==> src/rtl/ex_wb_buf_if.sv <==
// Handshake and data bundle between the execute stage, the result buffer
// and the register-file write port.
interface ex_wb_buf_if #(
  parameter int ADDR_W = 5
);
  logic              in_valid;
  logic              in_ready;
  logic [0:127]      in_res;
  logic [0:ADDR_W-1] in_addr;
  logic [0:2]        in_ppp;
  logic [0:1]        in_ww;
  logic              rf_we;
  logic              rf_ready;
  logic [0:ADDR_W-1] rf_addr;
  logic [0:127]      rf_data;
  logic [0:15]       rf_bmask;

  // Environment side: produces results, consumes register-file writes.
  modport master (
    output in_valid, in_res, in_addr, in_ppp, in_ww, rf_ready,
    input  in_ready, rf_we, rf_addr, rf_data, rf_bmask
  );

  // Buffer side.
  modport slave (
    input  in_valid, in_res, in_addr, in_ppp, in_ww, rf_ready,
    output in_ready, rf_we, rf_addr, rf_data, rf_bmask
  );
endinterface

==> src/rtl/ex_wb_buf.sv <==
// Two-entry in-order result buffer between execute and register-file write.
// The byte-enable mask is resolved from participation/element width when the
// result is accepted, so the write side only carries a ready-made mask.
module ex_wb_buf #(
  parameter int ADDR_W = 5,
  parameter int DEPTH  = 2
) (
  input  logic        clk,
  input  logic        rst,
  ex_wb_buf_if.slave  bus,
  output logic [0:1]  count
);

  localparam logic [0:1] FULL = 2'(DEPTH);

  logic [0:127]      res_q  [0:1];
  logic [0:ADDR_W-1] addr_q [0:1];
  logic [0:15]       mask_q [0:1];
  logic              wr_ptr;
  logic              rd_ptr;
  logic              push;
  logic              pop;

  // Byte enables, bit 0 covering the most significant byte of the result.
  function automatic logic [0:15] calc_mask(input logic [0:2] ppp,
                                            input logic [0:1] ww);
    logic [0:15] m;
    m = 16'h0000;
    case (ppp)
      3'b000: m = 16'hFFFF;
      3'b001: m = 16'hFF00;
      3'b010: m = 16'h00FF;
      3'b011: begin
        case (ww)
          2'b00:   m = 16'hAAAA;
          2'b01:   m = 16'hCCCC;
          2'b10:   m = 16'hF0F0;
          default: m = 16'hFF00;
        endcase
      end
      3'b100: begin
        case (ww)
          2'b00:   m = 16'h5555;
          2'b01:   m = 16'h3333;
          2'b10:   m = 16'h0F0F;
          default: m = 16'h00FF;
        endcase
      end
      default: m = 16'h0000;
    endcase
    return m;
  endfunction

  // Handshakes; acceptance is independent of the write side so a full buffer
  // never relies on a same-cycle drain.
  always_comb begin
    bus.in_ready = (count != FULL) & rst;
    bus.rf_we    = (count != 2'd0);
    bus.rf_addr  = addr_q[rd_ptr];
    bus.rf_data  = res_q[rd_ptr];
    bus.rf_bmask = mask_q[rd_ptr];
    push         = bus.in_valid & bus.in_ready;
    pop          = bus.rf_we & bus.rf_ready;
  end

  // Storage, pointers and occupancy; reset drops everything in flight.
  always_ff @(posedge clk) begin
    if (!rst) begin
      for (int i = 0; i < 2; i++) begin
        res_q[i]  <= '0;
        addr_q[i] <= '0;
        mask_q[i] <= '0;
      end
      wr_ptr <= 1'b0;
      rd_ptr <= 1'b0;
      count  <= 2'd0;
    end else begin
      if (push) begin
        res_q[wr_ptr]  <= bus.in_res;
        addr_q[wr_ptr] <= bus.in_addr;
        mask_q[wr_ptr] <= calc_mask(bus.in_ppp, bus.in_ww);
        wr_ptr         <= ~wr_ptr;
      end
      if (pop) begin
        rd_ptr <= ~rd_ptr;
      end
      case ({push, pop})
        2'b10:   count <= count + 2'd1;
        2'b01:   count <= count - 2'd1;
        default: count <= count;
      endcase
    end
  end

endmodule

==> src/flat_wrapper.sv <==
// flat-port wrapper written by rule: the top's interface ports become plain ports
module ex_wb_buf_flat 
#(
  parameter int ADDR_W = 5,
  parameter int DEPTH  = 2
)
  (clk, rst, count, bus_in_valid, bus_in_res, bus_in_addr, bus_in_ppp, bus_in_ww, bus_rf_ready, bus_in_ready, bus_rf_we, bus_rf_addr, bus_rf_data, bus_rf_bmask);
  ex_wb_buf_if #(.ADDR_W(ADDR_W)) bus_i ();
  input  logic clk;
  input  logic rst;
  output logic [0:1] count;
  input wire logic [$bits(bus_i.in_valid)-1:0] bus_in_valid;
  input wire logic [$bits(bus_i.in_res)-1:0] bus_in_res;
  input wire logic [$bits(bus_i.in_addr)-1:0] bus_in_addr;
  input wire logic [$bits(bus_i.in_ppp)-1:0] bus_in_ppp;
  input wire logic [$bits(bus_i.in_ww)-1:0] bus_in_ww;
  input wire logic [$bits(bus_i.rf_ready)-1:0] bus_rf_ready;
  output wire logic [$bits(bus_i.in_ready)-1:0] bus_in_ready;
  output wire logic [$bits(bus_i.rf_we)-1:0] bus_rf_we;
  output wire logic [$bits(bus_i.rf_addr)-1:0] bus_rf_addr;
  output wire logic [$bits(bus_i.rf_data)-1:0] bus_rf_data;
  output wire logic [$bits(bus_i.rf_bmask)-1:0] bus_rf_bmask;
  assign bus_i.in_valid = bus_in_valid;
  assign bus_i.in_res = bus_in_res;
  assign bus_i.in_addr = bus_in_addr;
  assign bus_i.in_ppp = bus_in_ppp;
  assign bus_i.in_ww = bus_in_ww;
  assign bus_i.rf_ready = bus_rf_ready;
  assign bus_in_ready = bus_i.in_ready;
  assign bus_rf_we = bus_i.rf_we;
  assign bus_rf_addr = bus_i.rf_addr;
  assign bus_rf_data = bus_i.rf_data;
  assign bus_rf_bmask = bus_i.rf_bmask;
  ex_wb_buf #(.ADDR_W(ADDR_W), .DEPTH(DEPTH)) u_core (.clk(clk), .rst(rst), .bus(bus_i), .count(count));
endmodule
==> config.mk <==
export PLATFORM = sky130hd
export DESIGN_NAME = ex_wb_buf_flat
export DESIGN_NICKNAME = d
export VERILOG_FILES = /design/src/rtl/ex_wb_buf_if.sv /design/src/rtl/ex_wb_buf.sv /design/src/flat_wrapper.sv
export SDC_FILE = /design/constraint.sdc
export NUM_CORES = 1
export LEC_CHECK = 0
export ABC_AREA = 1
export BUFFER_PORTS_ARGS = -buffer_cell sky130_fd_sc_hd__buf_2
export CAP_MARGIN = 5
export CORE_MARGIN = 2
export CORE_UTILIZATION = 45
export CTS_CLUSTER_DIAMETER = 30
export DETAILED_ROUTE_END_ITERATION = 12
export PLACE_DENSITY_LB_ADDON = 0.3
export SYNTH_ARGS = -nofsm -noshare
export SYNTH_HDL_FRONTEND = slang
export SYNTH_SLANG_ARGS = --single-unit
==> constraint.sdc <==
create_clock -name clk -period 4.9 [get_ports clk]
set_input_delay 0 -clock clk [delete_from_list [all_inputs] [get_ports clk]]
set_output_delay 0 -clock clk [all_outputs]
set_load 0.005 [all_outputs]
==> flow_summary.rst <==
.. list-table::
   :header-rows: 1

   * - Metric
     - Value
   * - Run status
     - finished clean
   * - Commonest non-fill, non-tap cells in the layout
     - 314 x sky130_fd_sc_hd__nor2_1, 298 x sky130_fd_sc_hd__edfxtp_1, 294 x sky130_fd_sc_hd__buf_2, 155 x sky130_fd_sc_hd__inv_1, 140 x sky130_fd_sc_hd__dlygate4sd3_1
   * - Power density over cell area
     - 436 mW/mm^2
   * - Type of the setup path with the least slack
     - reg -> reg
   * - Largest family of logic cells by synthesized area
     - multiplexers
   * - PostCTS Resize Cnt
     - 0
   * - Dominant cells by area after synthesis
     - sky130_fd_sc_hd__edfxtp_1 68%, sky130_fd_sc_hd__mux2_2 9.7%, sky130_fd_sc_hd__nor2_1 8.9%
   * - Initial Util
     - 45.9%
   * - Row count
     - 62
   * - Capturing point of the worst reg2reg path
     - u_core.mask_q[0][1]$_SDFFCE_PN0P_
   * - Most frequent standard cell in the layout excluding fill and tap cells
     - sky130_fd_sc_hd__nor2_1
   * - Power spent charging and discharging nets
     - 1.82 mW
   * - Unrepaired setup endpoints after global routing
     - no
   * - Worst reg2reg setup slack
     - 2.12 ns
   * - Final cell count without fillers
     - 1930
   * - TritonCTS sink count
     - 303
   * - Hold Violations, Final
     - 0
   * - Final setup viols
     - 0
   * - Startpoint Class
     - register
   * - Global-route wire length before repair
     - 48800 um
   * - Iteration count of the initial detailed-routing pass
     - 5
   * - Routability cong.
     - 0.797
   * - Overall power consumption
     - 8.01 mW
   * - Data required, critical path
     - 5.20 ns
   * - Synthesized netlist net count
     - 1197
   * - Setup TNS
     - 0 ns
   * - Inserted Clock Buffers
     - 58
   * - Average cell area after synthesis
     - 12.7 um^2
   * - Post-synthesis register bit count
     - 303
   * - Gate power share
     - 12.0%
   * - Net count of the finished layout
     - 1648
   * - Area of the die
     - 0.0308 mm^2
   * - Sequential share of power
     - 39.3%
   * - Top Ports
     - 295
   * - Kind of capture point of the worst setup path
     - register
   * - Worst rel slew slack
     - 29.0%
   * - Number of cells on the worst reg-to-reg path
     - 7
   * - Yosys top cell by area
     - sky130_fd_sc_hd__edfxtp_1
   * - Area inside the core boundary
     - 0.0289 mm^2
   * - Final critical path time including I/O delays and setup
     - 2.78 ns
   * - Final Skew
     - 0.0144 ns
   * - Total gr overflow
     - 0
   * - Deepest clock path buffer count
     - 3
   * - Hold Startpoint
     - bus_in_ww[1]
   * - MaxCap Viol Count
     - 0
   * - Highest ir drop seen on vdd
     - 0.000260 V
   * - Count of nets left with antenna violations after detail routing
     - 0
   * - Post-synthesis share of cell area spent on xor and xnor gates
     - 0%
   * - Sequential element share of the synthesized area
     - 68.3%
   * - Internal
     - 6.19 mW
   * - Post-DP HPWL
     - 17500 um
   * - Post-layout utilization of the core
     - 63.7%
   * - Cell area after synthesis
     - 0.0133 mm^2
   * - DIE WIDTH
     - 176 um
   * - Total number of vias
     - 9240
   * - Area growth from synthesis to final layout
     - 38.6%
   * - Final instance area
     - 0.0184 mm^2
   * - Fraction of synthesized area in multiplexers
     - 12.7%
   * - Clock latency of the later-clocked register in the worst-skew pair
     - 0.56 ns
   * - Vias in the first global route
     - 9503
   * - Placed cell count
     - 1682
   * - Unique masters post-synth
     - 25
   * - Actual transition at the worst max-transition pin
     - 1.06 ns
   * - Worst Hold Class
     - in -> reg
   * - Maximum clock frequency
     - 0.359 GHz
   * - Switching Share
     - 22.7%
   * - Post-placement cell area
     - 0.0150 mm^2
   * - Power share of the clock group
     - 48.6%
   * - WL/cell
     - 16.5 um
   * - Startpoint of the lowest-slack register-to-register path
     - u_core.count[0]$_SDFFE_PN0P_
   * - Final-report max-slew violation count
     - 0
   * - Cell count after synthesis
     - 1047
   * - Standby leakage power
     - 8.35 nW
   * - Critical path peak fanout
     - 92
   * - Area share of and/or/nand/nor cells after synthesis
     - 10.3%
   * - CTS Root Buffer Type
     - sky130_fd_sc_hd__clkbuf_16
   * - Share of the synthesized area in compound gates (AO/OA/AOI/OAI)
     - 1.08%
   * - Initial antenna violation count
     - 1
   * - Data arrival time of the critical path
     - 3.08 ns
   * - Largest net degree at the start of global routing
     - 113
   * - Clk pin slew, worst setup/hold paths
     - 0.05 ns
   * - Drt total wl
     - 31900 um
   * - Count of unresolved DRC violations after routing
     - 0
   * - H-tree Lvls
     - 2
   * - Worst hold path depth
     - 5
   * - Adder-cell area share of the yosys netlist
     - 0.755%
   * - Die Ht
     - 176 um
   * - Share of Yosys cell area claimed by the top area cell type
     - 67.5%
   * - Final period utilization
     - 56.8%
   * - Violation count after the first detailed-route iteration
     - 576
   * - Per-cell via count in the routed design
     - 4.79
   * - CTS tree
     - done
   * - Fraction of final layout cells with drive strength greater than 1
     - 33.6%
   * - Total global routing track utilization
     - 20.1%
   * - I/O Buffers
     - 294
   * - Warnings, synthesis
     - 0
   * - Worst Hold End
     - u_core.mask_q[1][11]$_SDFFCE_PN0P_
cell type report:
type                       instances  area [um^2]
clock buffer                      70         1550
timing repair buffer             442         2970
tap                              384          480
fill                            2196        10500
sequential                       303         9050
multi-input combinational        537         3310
clock inverter                    37          418
antenna                            1         2.50
inverter                         156          586
what timing repair did:
action / in CTS / in global routing
setup buffers: 0 / 0
hold buffers: 140 / 0
hold endpoints to repair: 279 / 0
cell usage after synthesis:
master                     count
sky130_fd_sc_hd__nand4_1       1
sky130_fd_sc_hd__mux2_1       35
sky130_fd_sc_hd__clkbuf_1      9
sky130_fd_sc_hd__nand4_2       2
sky130_fd_sc_hd__o21ai_1       1
sky130_fd_sc_hd__nand2_1      28
sky130_fd_sc_hd__or2_2         2
sky130_fd_sc_hd__o21a_1        1
sky130_fd_sc_hd__nand2_2       1
sky130_fd_sc_hd__a21boi_0      1
sky130_fd_sc_hd__a21oi_1      15
sky130_fd_sc_hd__o21bai_1      1
sky130_fd_sc_hd__buf_2        20
sky130_fd_sc_hd__mux2_2      114
sky130_fd_sc_hd__inv_2         1
sky130_fd_sc_hd__nor2_1      314
sky130_fd_sc_hd__nand3_1       4
sky130_fd_sc_hd__nor2_2        1
sky130_fd_sc_hd__ha_1          8
sky130_fd_sc_hd__buf_4        12
sky130_fd_sc_hd__edfxtp_1    298
sky130_fd_sc_hd__inv_1       155
sky130_fd_sc_hd__buf_6        10
sky130_fd_sc_hd__o21ai_0       8
sky130_fd_sc_hd__dfxtp_1       5
layer usage:
layer  track usage [%]  wire (um)  share of wire (%)  up-vias
met2              34.0      15600                 49      350
li1                  -          -                  -     4389
met3              4.70       2310                7.2       62
met5                 0          0                  0        -
met1              25.7      13200                 41     4439
met4              6.71        794                2.5        0
worst max-delay path: stages (launching register included):
cell and delay, ns:
sky130_fd_sc_hd__dfxtp_1 0.45, sky130_fd_sc_hd__nand2_2 0.14, sky130_fd_sc_hd__nand4_4 0.11, sky130_fd_sc_hd__buf_4 0.60
sky130_fd_sc_hd__buf_4 0.92, sky130_fd_sc_hd__inv_1 0.09, sky130_fd_sc_hd__nand2_1 0.10, sky130_fd_sc_hd__inv_1 0.04
stage by stage:
stage | setup slack, ns | hold WS [ns]
6_report | 2.12 | 0.130
3_5_place_dp | 2.13 | 0.314
5_1_grt | 1.90 | 0.148
2_1_floorplan | 0.200 | 0.220
4_1_cts | 2.13 | 0.106
3_3_place_gp | 2.15 | 0.307
registers in the layout, indices dropped and copies added, names as in the netlist, named ones only:
signal         flops
u_core.rd_ptr      1
u_core.res_q     256
u_core.addr_q     10
u_core.wr_ptr      1
u_core.count       2
u_core.mask_q     32
power by group through the flow:
stage	registers (mW)	logic, mW	clock network [mW]
after global routing	3.17	1.05	4.07
after floorplan	3.17	0.533	0
after CTS	3.15	0.966	3.95
final	3.15	0.965	3.90
after global placement	3.18	0.867	0
after detailed placement	3.20	0.870	0
cells by family (layout without fill, tap and decap cells):
kind of cell,count (synthesis),count (layout)
AND/OR/NAND/NOR,353,353
flip-flops,303,303
buffers and inverters,207,705
multiplexers,149,149
AO/OA/AOI/OAI,27,27
adder cells (fa/ha/maj),8,8
other,0,1
how the worst max path moves through the flow:
| stage | start | end | slack (ns) | cells after the start |
|---|---|---|---|---|
| floorplan | u_core.count[1]$_SDFFE_PN0P_ | u_core.addr_q[0][0]$_SDFFCE_PN0P_ | 0.20 | 6 |
| finish | u_core.count[0]$_SDFFE_PN0P_ | u_core.mask_q[0][1]$_SDFFCE_PN0P_ | 2.12 | 7 |
| CTS | u_core.count[0]$_SDFFE_PN0P_ | u_core.mask_q[0][1]$_SDFFCE_PN0P_ | 2.13 | 7 |
| global route | u_core.count[0]$_SDFFE_PN0P_ | u_core.mask_q[0][1]$_SDFFCE_PN0P_ | 1.90 | 7 |
| detailed placement | u_core.count[0]$_SDFFE_PN0P_ | u_core.mask_q[0][1]$_SDFFCE_PN0P_ | 2.13 | 7 |
| global placement | u_core.count[0]$_SDFFE_PN0P_ | u_core.mask_q[0][1]$_SDFFCE_PN0P_ | 2.15 | 7 |
(Power assumes the default switching activity.)
